<file path="src/rtl/dphy_tx_pkg.sv">
// Shared types and constants for the D-PHY HS byte transmitter.
// Sync byte value, FSM state encoding and the per-lane byte type.
package dphy_tx_pkg;

    localparam logic [7:0] SYNC_BYTE = 8'hB8;

    typedef enum logic [2:0] {
        IDLE,
        PREP,
        SYNC,
        DATA,
        TRAIL,
        EXIT
    } tx_state_t;

    typedef logic [7:0] lane_byte_t;

    function automatic int max3(input int a, input int b, input int c);
        int m;
        m = (a > b) ? a : b;
        return (m > c) ? m : c;
    endfunction

endpackage

</file>
<file path="src/rtl/dphy_tx_word_split.sv">
// Slot multiplexer: picks the bytes of the held 32-bit word that go
// out on each lane for the current slot (slot s, lane i -> byte s*L+i).
module dphy_tx_word_split
    import dphy_tx_pkg::*;
#(
    parameter int DATA_LANES = 2,
    parameter int SW         = 1
) (
    input  logic [31:0]              word_i,
    input  logic [SW-1:0]            slot_i,
    output logic [DATA_LANES*8-1:0]  lanes_o
);

    lane_byte_t [3:0] wbytes;

    assign wbytes = word_i;

    // Route byte slot*DATA_LANES+i of the word onto lane i
    always_comb begin
        lanes_o = '0;
        for (int i = 0; i < DATA_LANES; i++) begin
            lanes_o[i*8 +: 8] = wbytes[2'(int'(slot_i) * DATA_LANES + i)];
        end
    end

endmodule

</file>
<file path="src/rtl/dphy_hs_byte_tx.sv">
// D-PHY HS byte engine: HS entry, sync byte, lane striping of packet
// words, HS trail and forced LP exit, all in the byte clock domain.
module dphy_hs_byte_tx
    import dphy_tx_pkg::*;
#(
    parameter int DATA_LANES = 2,
    parameter int T_PREP     = 4,
    parameter int T_TRAIL    = 4,
    parameter int T_LPX      = 2
) (
    input  logic                     clk_i,
    input  logic                     rst_n_i,
    input  logic                     enable_i,
    input  logic [31:0]              data_i,
    input  logic                     valid_i,
    input  logic                     last_i,
    output logic                     ready_o,
    output logic                     hs_req_o,
    output logic [DATA_LANES*8-1:0]  byte_data_o,
    output logic                     byte_valid_o,
    output logic                     busy_o,
    output logic                     underflow_o
);

    localparam int SLOTS = 4 / DATA_LANES;
    localparam int SW    = (SLOTS > 1) ? $clog2(SLOTS) : 1;
    localparam int TMAX  = max3(T_PREP, T_TRAIL, T_LPX);
    localparam int CW    = $clog2(TMAX + 1);

    tx_state_t                   state_q;
    logic [CW-1:0]               cnt_q;
    logic [SW-1:0]               slot_q;
    logic [31:0]                 word_q;
    logic                        last_q;
    logic [DATA_LANES-1:0]       trail_q;
    logic                        underflow_q;
    logic [DATA_LANES*8-1:0]     split_w;
    lane_byte_t [DATA_LANES-1:0] lanes;
    logic                        slot_last;

    dphy_tx_word_split #(
        .DATA_LANES (DATA_LANES),
        .SW         (SW)
    ) u_split (
        .word_i  (word_q),
        .slot_i  (slot_q),
        .lanes_o (split_w)
    );

    assign lanes     = split_w;
    assign slot_last = (slot_q == SW'(SLOTS - 1));

    // Sequencer: state, phase timer, held word, slot and trail levels
    always_ff @(posedge clk_i or negedge rst_n_i) begin
        if (!rst_n_i) begin
            state_q     <= IDLE;
            cnt_q       <= '0;
            slot_q      <= '0;
            word_q      <= '0;
            last_q      <= 1'b0;
            trail_q     <= '0;
            underflow_q <= 1'b0;
        end else begin
            underflow_q <= 1'b0;
            unique case (state_q)
                IDLE: begin
                    if (enable_i && valid_i) begin
                        state_q <= PREP;
                        cnt_q   <= '0;
                    end
                end
                PREP: begin
                    if (cnt_q == CW'(T_PREP - 1)) begin
                        state_q <= SYNC;
                        cnt_q   <= '0;
                    end else begin
                        cnt_q <= cnt_q + 1'b1;
                    end
                end
                SYNC: begin
                    word_q  <= data_i;
                    last_q  <= last_i;
                    slot_q  <= '0;
                    state_q <= DATA;
                end
                DATA: begin
                    if (!slot_last) begin
                        slot_q <= slot_q + 1'b1;
                    end else if (!last_q && valid_i) begin
                        word_q <= data_i;
                        last_q <= last_i;
                        slot_q <= '0;
                    end else begin
                        state_q     <= TRAIL;
                        cnt_q       <= '0;
                        underflow_q <= !last_q;
                        for (int i = 0; i < DATA_LANES; i++) begin
                            trail_q[i] <= ~lanes[i][7];
                        end
                    end
                end
                TRAIL: begin
                    if (cnt_q == CW'(T_TRAIL - 1)) begin
                        state_q <= EXIT;
                        cnt_q   <= '0;
                    end else begin
                        cnt_q <= cnt_q + 1'b1;
                    end
                end
                EXIT: begin
                    if (cnt_q == CW'(T_LPX - 1)) begin
                        state_q <= IDLE;
                        cnt_q   <= '0;
                    end else begin
                        cnt_q <= cnt_q + 1'b1;
                    end
                end
                default: state_q <= IDLE;
            endcase
        end
    end

    // Lane outputs decoded purely from registered state
    always_comb begin
        hs_req_o     = 1'b0;
        byte_valid_o = 1'b0;
        byte_data_o  = '0;
        ready_o      = 1'b0;
        unique case (state_q)
            PREP: begin
                hs_req_o = 1'b1;
            end
            SYNC: begin
                hs_req_o     = 1'b1;
                byte_valid_o = 1'b1;
                byte_data_o  = {DATA_LANES{SYNC_BYTE}};
                ready_o      = 1'b1;
            end
            DATA: begin
                hs_req_o     = 1'b1;
                byte_valid_o = 1'b1;
                byte_data_o  = split_w;
                ready_o      = slot_last & ~last_q;
            end
            TRAIL: begin
                hs_req_o     = 1'b1;
                byte_valid_o = 1'b1;
                for (int i = 0; i < DATA_LANES; i++) begin
                    byte_data_o[i*8 +: 8] = {8{trail_q[i]}};
                end
            end
            default: ;
        endcase
    end

    assign busy_o      = (state_q != IDLE);
    assign underflow_o = underflow_q;

endmodule

</file>
<file path="config.mk">
export PLATFORM = sky130hd
export DESIGN_NAME = dphy_hs_byte_tx
export DESIGN_NICKNAME = d
export VERILOG_FILES = /design/src/rtl/dphy_tx_pkg.sv /design/src/rtl/dphy_tx_word_split.sv /design/src/rtl/dphy_hs_byte_tx.sv
export SDC_FILE = /design/constraint.sdc
export NUM_CORES = 1
export LEC_CHECK = 0
export CAP_MARGIN = 10
export CORE_ASPECT_RATIO = 1.1
export CORE_UTILIZATION = 42
export CTS_BUF_LIST = sky130_fd_sc_hd__clkbuf_16
export CTS_CLUSTER_DIAMETER = 120
export DETAILED_ROUTE_END_ITERATION = 10
export GPL_TIMING_DRIVEN = 0
export HOLD_SLACK_MARGIN = 0.02
export PLACE_DENSITY = 0.87
export SLEW_MARGIN = 10
export SYNTH_ARGS = -nofsm -noshare
export SYNTH_HDL_FRONTEND = slang
export SYNTH_SLANG_ARGS = --single-unit
</file>
<file path="constraint.sdc">
create_clock -name clk_i -period 1.5 [get_ports clk_i]
set_input_delay 0.225 -clock clk_i [delete_from_list [all_inputs] [get_ports clk_i]]
set_output_delay 0.225 -clock clk_i [all_outputs]
set_load 0.02 [all_outputs]
</file>
Yosys cells after proc, flatten, opt, wreduce, memory -nomap -nowiden
Cells that the tools add are included.
{ "word_totals": {"wordCells": 79, "latchBits": 0, "output_inout_bits": 21, "mem_bits_rw": 0, "in_bits": 37, "mem_count": 0, "mem_bits_ro": 0, "reg_bits": 43} }
{ "op_classes": {"shifts": 0, "n_bitwise": 5, "add_sub_neg": 3, "muxes": 34, "n_div": 0, "n_eq_ne": 14, "n_reduce_logical": 14, "magnitude_cmp": 2, "mul": 0} }
{ "ops": {"columns": ["cell", "n"], "rows": [
  ["$mux W32", 2],
  ["$pmux W32 S2", 1],
  ["$pmux W16 S3", 1],
  ["$mux W3", 11],
  ["$mux W8", 4],
  ["$pmux W3 S6", 1],
  ["$bmux W8 S2", 1],
  ["$ne A2 B2 Y1 const B", 7],
  ["$pmux W3 S4", 1],
  ["$eq A3 B2 Y1 const B", 3],
  ["$mux W1", 9],
  ["$lt A2 B4 Y1 const B", 2],
  ["$eq A3 B1 Y1 const B", 2],
  ["$eq A3 B3 Y1 const B", 2],
  ["$pmux W1 S2", 3],
  ["$reduce_and A3 Y1", 2],
  ["$reduce_and A6 Y1", 1],
  ["$not A1 Y1", 4],
  ["$reduce_and A4 Y1", 1],
  ["$reduce_bool A4 Y1", 1],
  ["$reduce_or A4 Y1", 1],
  ["$add A3 B1 Y3 const B", 1],
  ["$logic_not A3 Y1", 1],
  ["$reduce_bool A3 Y1", 1],
  ["other kinds (8)", 9]
]} }

Depth between registers and ports, before layout
{ "logic_depth": {"ltp_word": 5, "mapped_depth": 6, "mapped_depth_nobuf": 6} }

Modules after synthesis
Synthesis repeated with hierarchy kept, for this count alone.
{ "unflattened": {"hier_cells": 187, "hier_area_um2": 2262.2} }
{ "by_module_without_submodules": {"columns": ["mod", "seq_area_each_um2", "cells_per_inst", "n_inst", "area_each_um2"], "rows": [
  ["dphy_hs_byte_tx", 1076.0, 170, 1, 2070.7],
  ["dphy_tx_word_split", 0.0, 17, 1, 191.4]
]} }

Worst setup path after synthesis
No wires, ideal clock.
{ "synth_path": {"path_kind": "reg-to-output", "start": "register state_q[0]", "end": "output byte_data_o[3]", "required_ns": 1.275, "stages_incl_launch_ff": 5, "n_path_buf": 2, "t_arrival_ns": 1.348, "slack_ns": -0.073, "path_cell_list": "dfrtp_1 buf_2 buf_2 nor2b_1 o21ai_0"} }
{ "synth_between": {"elab_chain_len": 2, "elab_cells_between_ends": 4, "classes_between": "eq/ne (3); mux (1)"} }
{ "synth_lines": {"columns": ["element", "line", "source"], "rows": [
  ["start: declaration", "dphy_hs_byte_tx.sv:30", "tx_state_t state_q;"],
  ["start signal: assignment", "dphy_hs_byte_tx.sv:56", "state_q <= IDLE;"],
  ["start signal: assignment", "dphy_hs_byte_tx.sv:68", "state_q <= PREP;"],
  ["start signal: assignment", "dphy_hs_byte_tx.sv:74", "state_q <= SYNC;"],
  ["$eq A3 B3 Y1 or $eq A3 B2 Y1 (tied branches)", "dphy_hs_byte_tx.sv:129", "unique case (state_q)"],
  ["$pmux W16 S3 *", "dphy_hs_byte_tx.sv:129", null],
  ["end: declaration", "dphy_hs_byte_tx.sv:19", "output logic [DATA_LANES*8-1:0] byte_data_o,"]
]} }
Every way passes the cells marked *; elsewhere a longest branch is shown, timed or not.

Final worst setup path
Ends and elaborated chain as after synthesis.

==> flow_metrics.tcl <==
set metrics [dict create \
    yosys.area_share.adder_pct 3.211 \
    p_switching_uw 2584 \
    final_nets 288 \
    cts.sink_count 35 \
    power-per-cell-area_nw_per_um2 2234 \
    dieArea_sq_um 4915 \
    synth_top_family_by_area "multiplexers" \
    cts_root_buf "clkbuf_16" \
    rows 25 \
    path_class "reg -> out" \
    status "finished, violations left" \
    fin_ws_ps -214.7 \
    fin_util_pct 70.00 \
    p_clk_share_pct 14.1 \
    drt_iter0_markers 66 \
    antenna_cells 0 \
    combinationalPowerShare_pct 59.4 \
    endpoint_kind "output port" \
    worstMarginPinSlew_ps 776.8 \
    cts.clk_slew.worst_paths_ps 50 \
    dp.final_hpwl_um 3049 \
    ios 58 \
    relSlewSlack_pct 48.21 \
    antenna_found_initial 0 \
    start_util_pct 44.49 \
    core_sq_um 4379 \
    cts_made_buffers 5 \
    numPlacedInstances 273 \
    synth_cell_type_count 32 \
    postSynthCellCount 170 \
    synth_top_flop_cell "dfrtp_1" \
    arrival_ps 1490 \
    wire_per_inst_um 17.88 \
    grt_max_degree 36 \
    worst_skew_pair.late_latency_ps 280 \
    slew_violations 0 \
    synth-edff-count 0 \
    cap_violations 0 \
    ir_worst_vdd_v 0.001317 \
    synth_warnings 0 \
    synth-xor-area-share_pct 0.4496 \
    synth_compound_area_share_pct 10.66 \
    setup_violations 45 \
    violations "negative setup slack" \
    hold_viol 0 \
    synth_fp_nets 212 \
    netlist_area_sq_um 1948 \
    ys_ff_latch 35 \
    p_seq_share_pct 26.4 \
    max_freq_ghz 0.5832 \
    instances_no_fill 301 \
    cts_hold_buf 0 \
    track_usage_pct 23.10 \
    cts_tree "yes" \
    final.fill_count 285 \
    vias 1659 \
    synth_mux_area_share_pct 23.76 \
    fin_crit_sh_pct 114.3 \
    switching_share_pct 37.74 \
    syn_area_per_cell_sq_um 11.46 \
    drtAntennaViolNets 0 \
    drc 0 \
    die_x_um 66.94 \
    intPower_uw 4263 \
    startpoint_type "flop" \
    synth-seq-area-share_pct 44.96 \
    die_h_um 73.43 \
    power_uw 6847 \
    critPathMaxFanout 8 \
    io_buffer_count 49 \
    cts_max_level 2 \
    grt_pass1_wl_um 8231 \
    post-place-ws_ps -504.6 \
    first_pass_iters 4 \
    period_minus_slack_ps 1715 \
    grt-ovfl-total 0 \
    fin_worst_skew_ps 4.941 \
    routabilityCongestion 0.8138 \
    critPathRequiredTime_ps 1270 \
    area_growth_pct 57.35 \
    p_leak_uw 0.001413 \
    hp-class "in -> async" \
    rsz0062_at_grt "true" \
    clk_path_buf_depth 2 \
    synth_simple_gate_area_share_pct 11.11 \
    synthArstFlopShare_pct 100.0 \
    drive_above_1_share_pct 49.80 \
    routed_via_density 5.512 \
    drt-total-wl_um 5381 \
    grt_pass1_vias 1696 \
]
sequential cells by signal, summed over array words and instances, names as in the netlist:
signal,count
word_q,24
cnt_q,3
state_q,3
trail_q,2
last_q,1
slot_last,1
underflow_o,1
power by group through the flow:
stage                     clock [uW]  sequential [uW]  combinational (uW)
after floorplan                    0             1620                2140
after global placement             0             1680                2870
after detailed placement           0             1720                2950
after CTS                        979             1730                3570
after global routing            1030             1860                4300
final                            968             1810                4070
routing by layer:
| layer | global-route usage (%) | wire length, um |
|---|---|---|
| met5 | 0 | 0 |
| met4 | 10.64 | 178 |
| met3 | 4.969 | 308 |
| met2 | 40.52 | 2806 |
| met1 | 26.54 | 2087 |
Yosys cell counts (all sizes together), types with 4 or more instances:
cell type / instances / area share [%]
buf: 8 / 4.2
dfrtp: 35 / 45
mux2i: 11 / 5.7
ha: 5 / 3.2
nand2: 18 / 3.5
a21oi: 7 / 2.4
o21ai: 16 / 4.1
nor2: 7 / 1.3
mux2: 25 / 18
nor2b: 6 / 1.9
nand2b: 4 / 1.7
inv: 6 / 1.2
cells by family (layout without fill, tap and decap cells):
group                      count (synthesis)  count (layout)
and+or+nand+nor                           43              43
AOI/OAI and AO/OA                         34              34
xor gates and xnor gates                   1               1
adders and majority gates                  5               5
buffers and inverters                     16              93
DFF                                       35              35
muxes                                     36              36
placed cells by master, fill, tap and decap left out, types with 2 or more instances in the layout:
cell type	n
dfrtp_1	32
clkdlybuf4s50_1	27
buf_6	24
buf_4	20
mux2_4	19
o21ai_2	14
nand2_1	14
mux2i_1	9
inv_1	7
mux2_2	6
clkbuf_16	6
buf_12	5
nor2b_1	4
nor2_1	4
ha_1	4
nand2_4	3
a21oi_1	3
dfrtp_2	3
nand2b_4	2
nor2_2	2
nand2b_1	2
a21oi_2	2
nor3_1	2
o31ai_1	2
a21oi_4	2
o21ai_0	2
a31oi_1	2
area by class of cell:
class,count,area (sq um),area share (%)
clock inverters,3,12.51,0.4082
inverters,6,26.28,0.8571
repair buffers,72,724.4,23.63
multi-input cells,119,1125,36.69
well taps,54,67.56,2.204
plain buffers,7,105.1,3.429
flip-flops and latches,35,879.6,28.69
clock buffers,5,125.1,4.082
worst max-delay path, cell delays in order (launching register included):
cell	delay [ps]
dfrtp_1	410
buf_6	160
buf_12	120
nor2_4	170
nand2_4	120
o21ai_2	90
buf_6	140
through the flow:
stage          hold slack, ps  TNS (ps)  area (sq um)
2_1_floorplan          -70.59    -95.05          1948
3_3_place_gp            464.3    -36130          2506
3_5_place_dp            344.7    -19180          2501
4_1_cts                 44.86     -2720          2909
5_1_grt                 87.26     -7002          3065
6_report                25.22     -5665          3065
path summary, 6_finish.rpt:
path,slack (ps),from,to,cells after the start
min in group clk_i,380,valid_i,underflow_o,2
min,30,rst_n_i,word_q[3],1
max,-210,state_q[0],byte_data_o[3],6
max in group asynchronous,930,rst_n_i,slot_last,1
max reg2reg,-190,state_q[2],cnt_q[0],6
min reg2reg,500,word_q[26],word_q[26],1
what timing repair did:
item / 4_1_cts / 5_1_grt
pin swaps: 7 / 5
buffers inserted: 19 / 4
endpoints found under the setup margin: 46 / 45
resized for setup: 153 / 31
cloned: 0 / 1
Note: power is estimated with default switching activity, not from simulation.
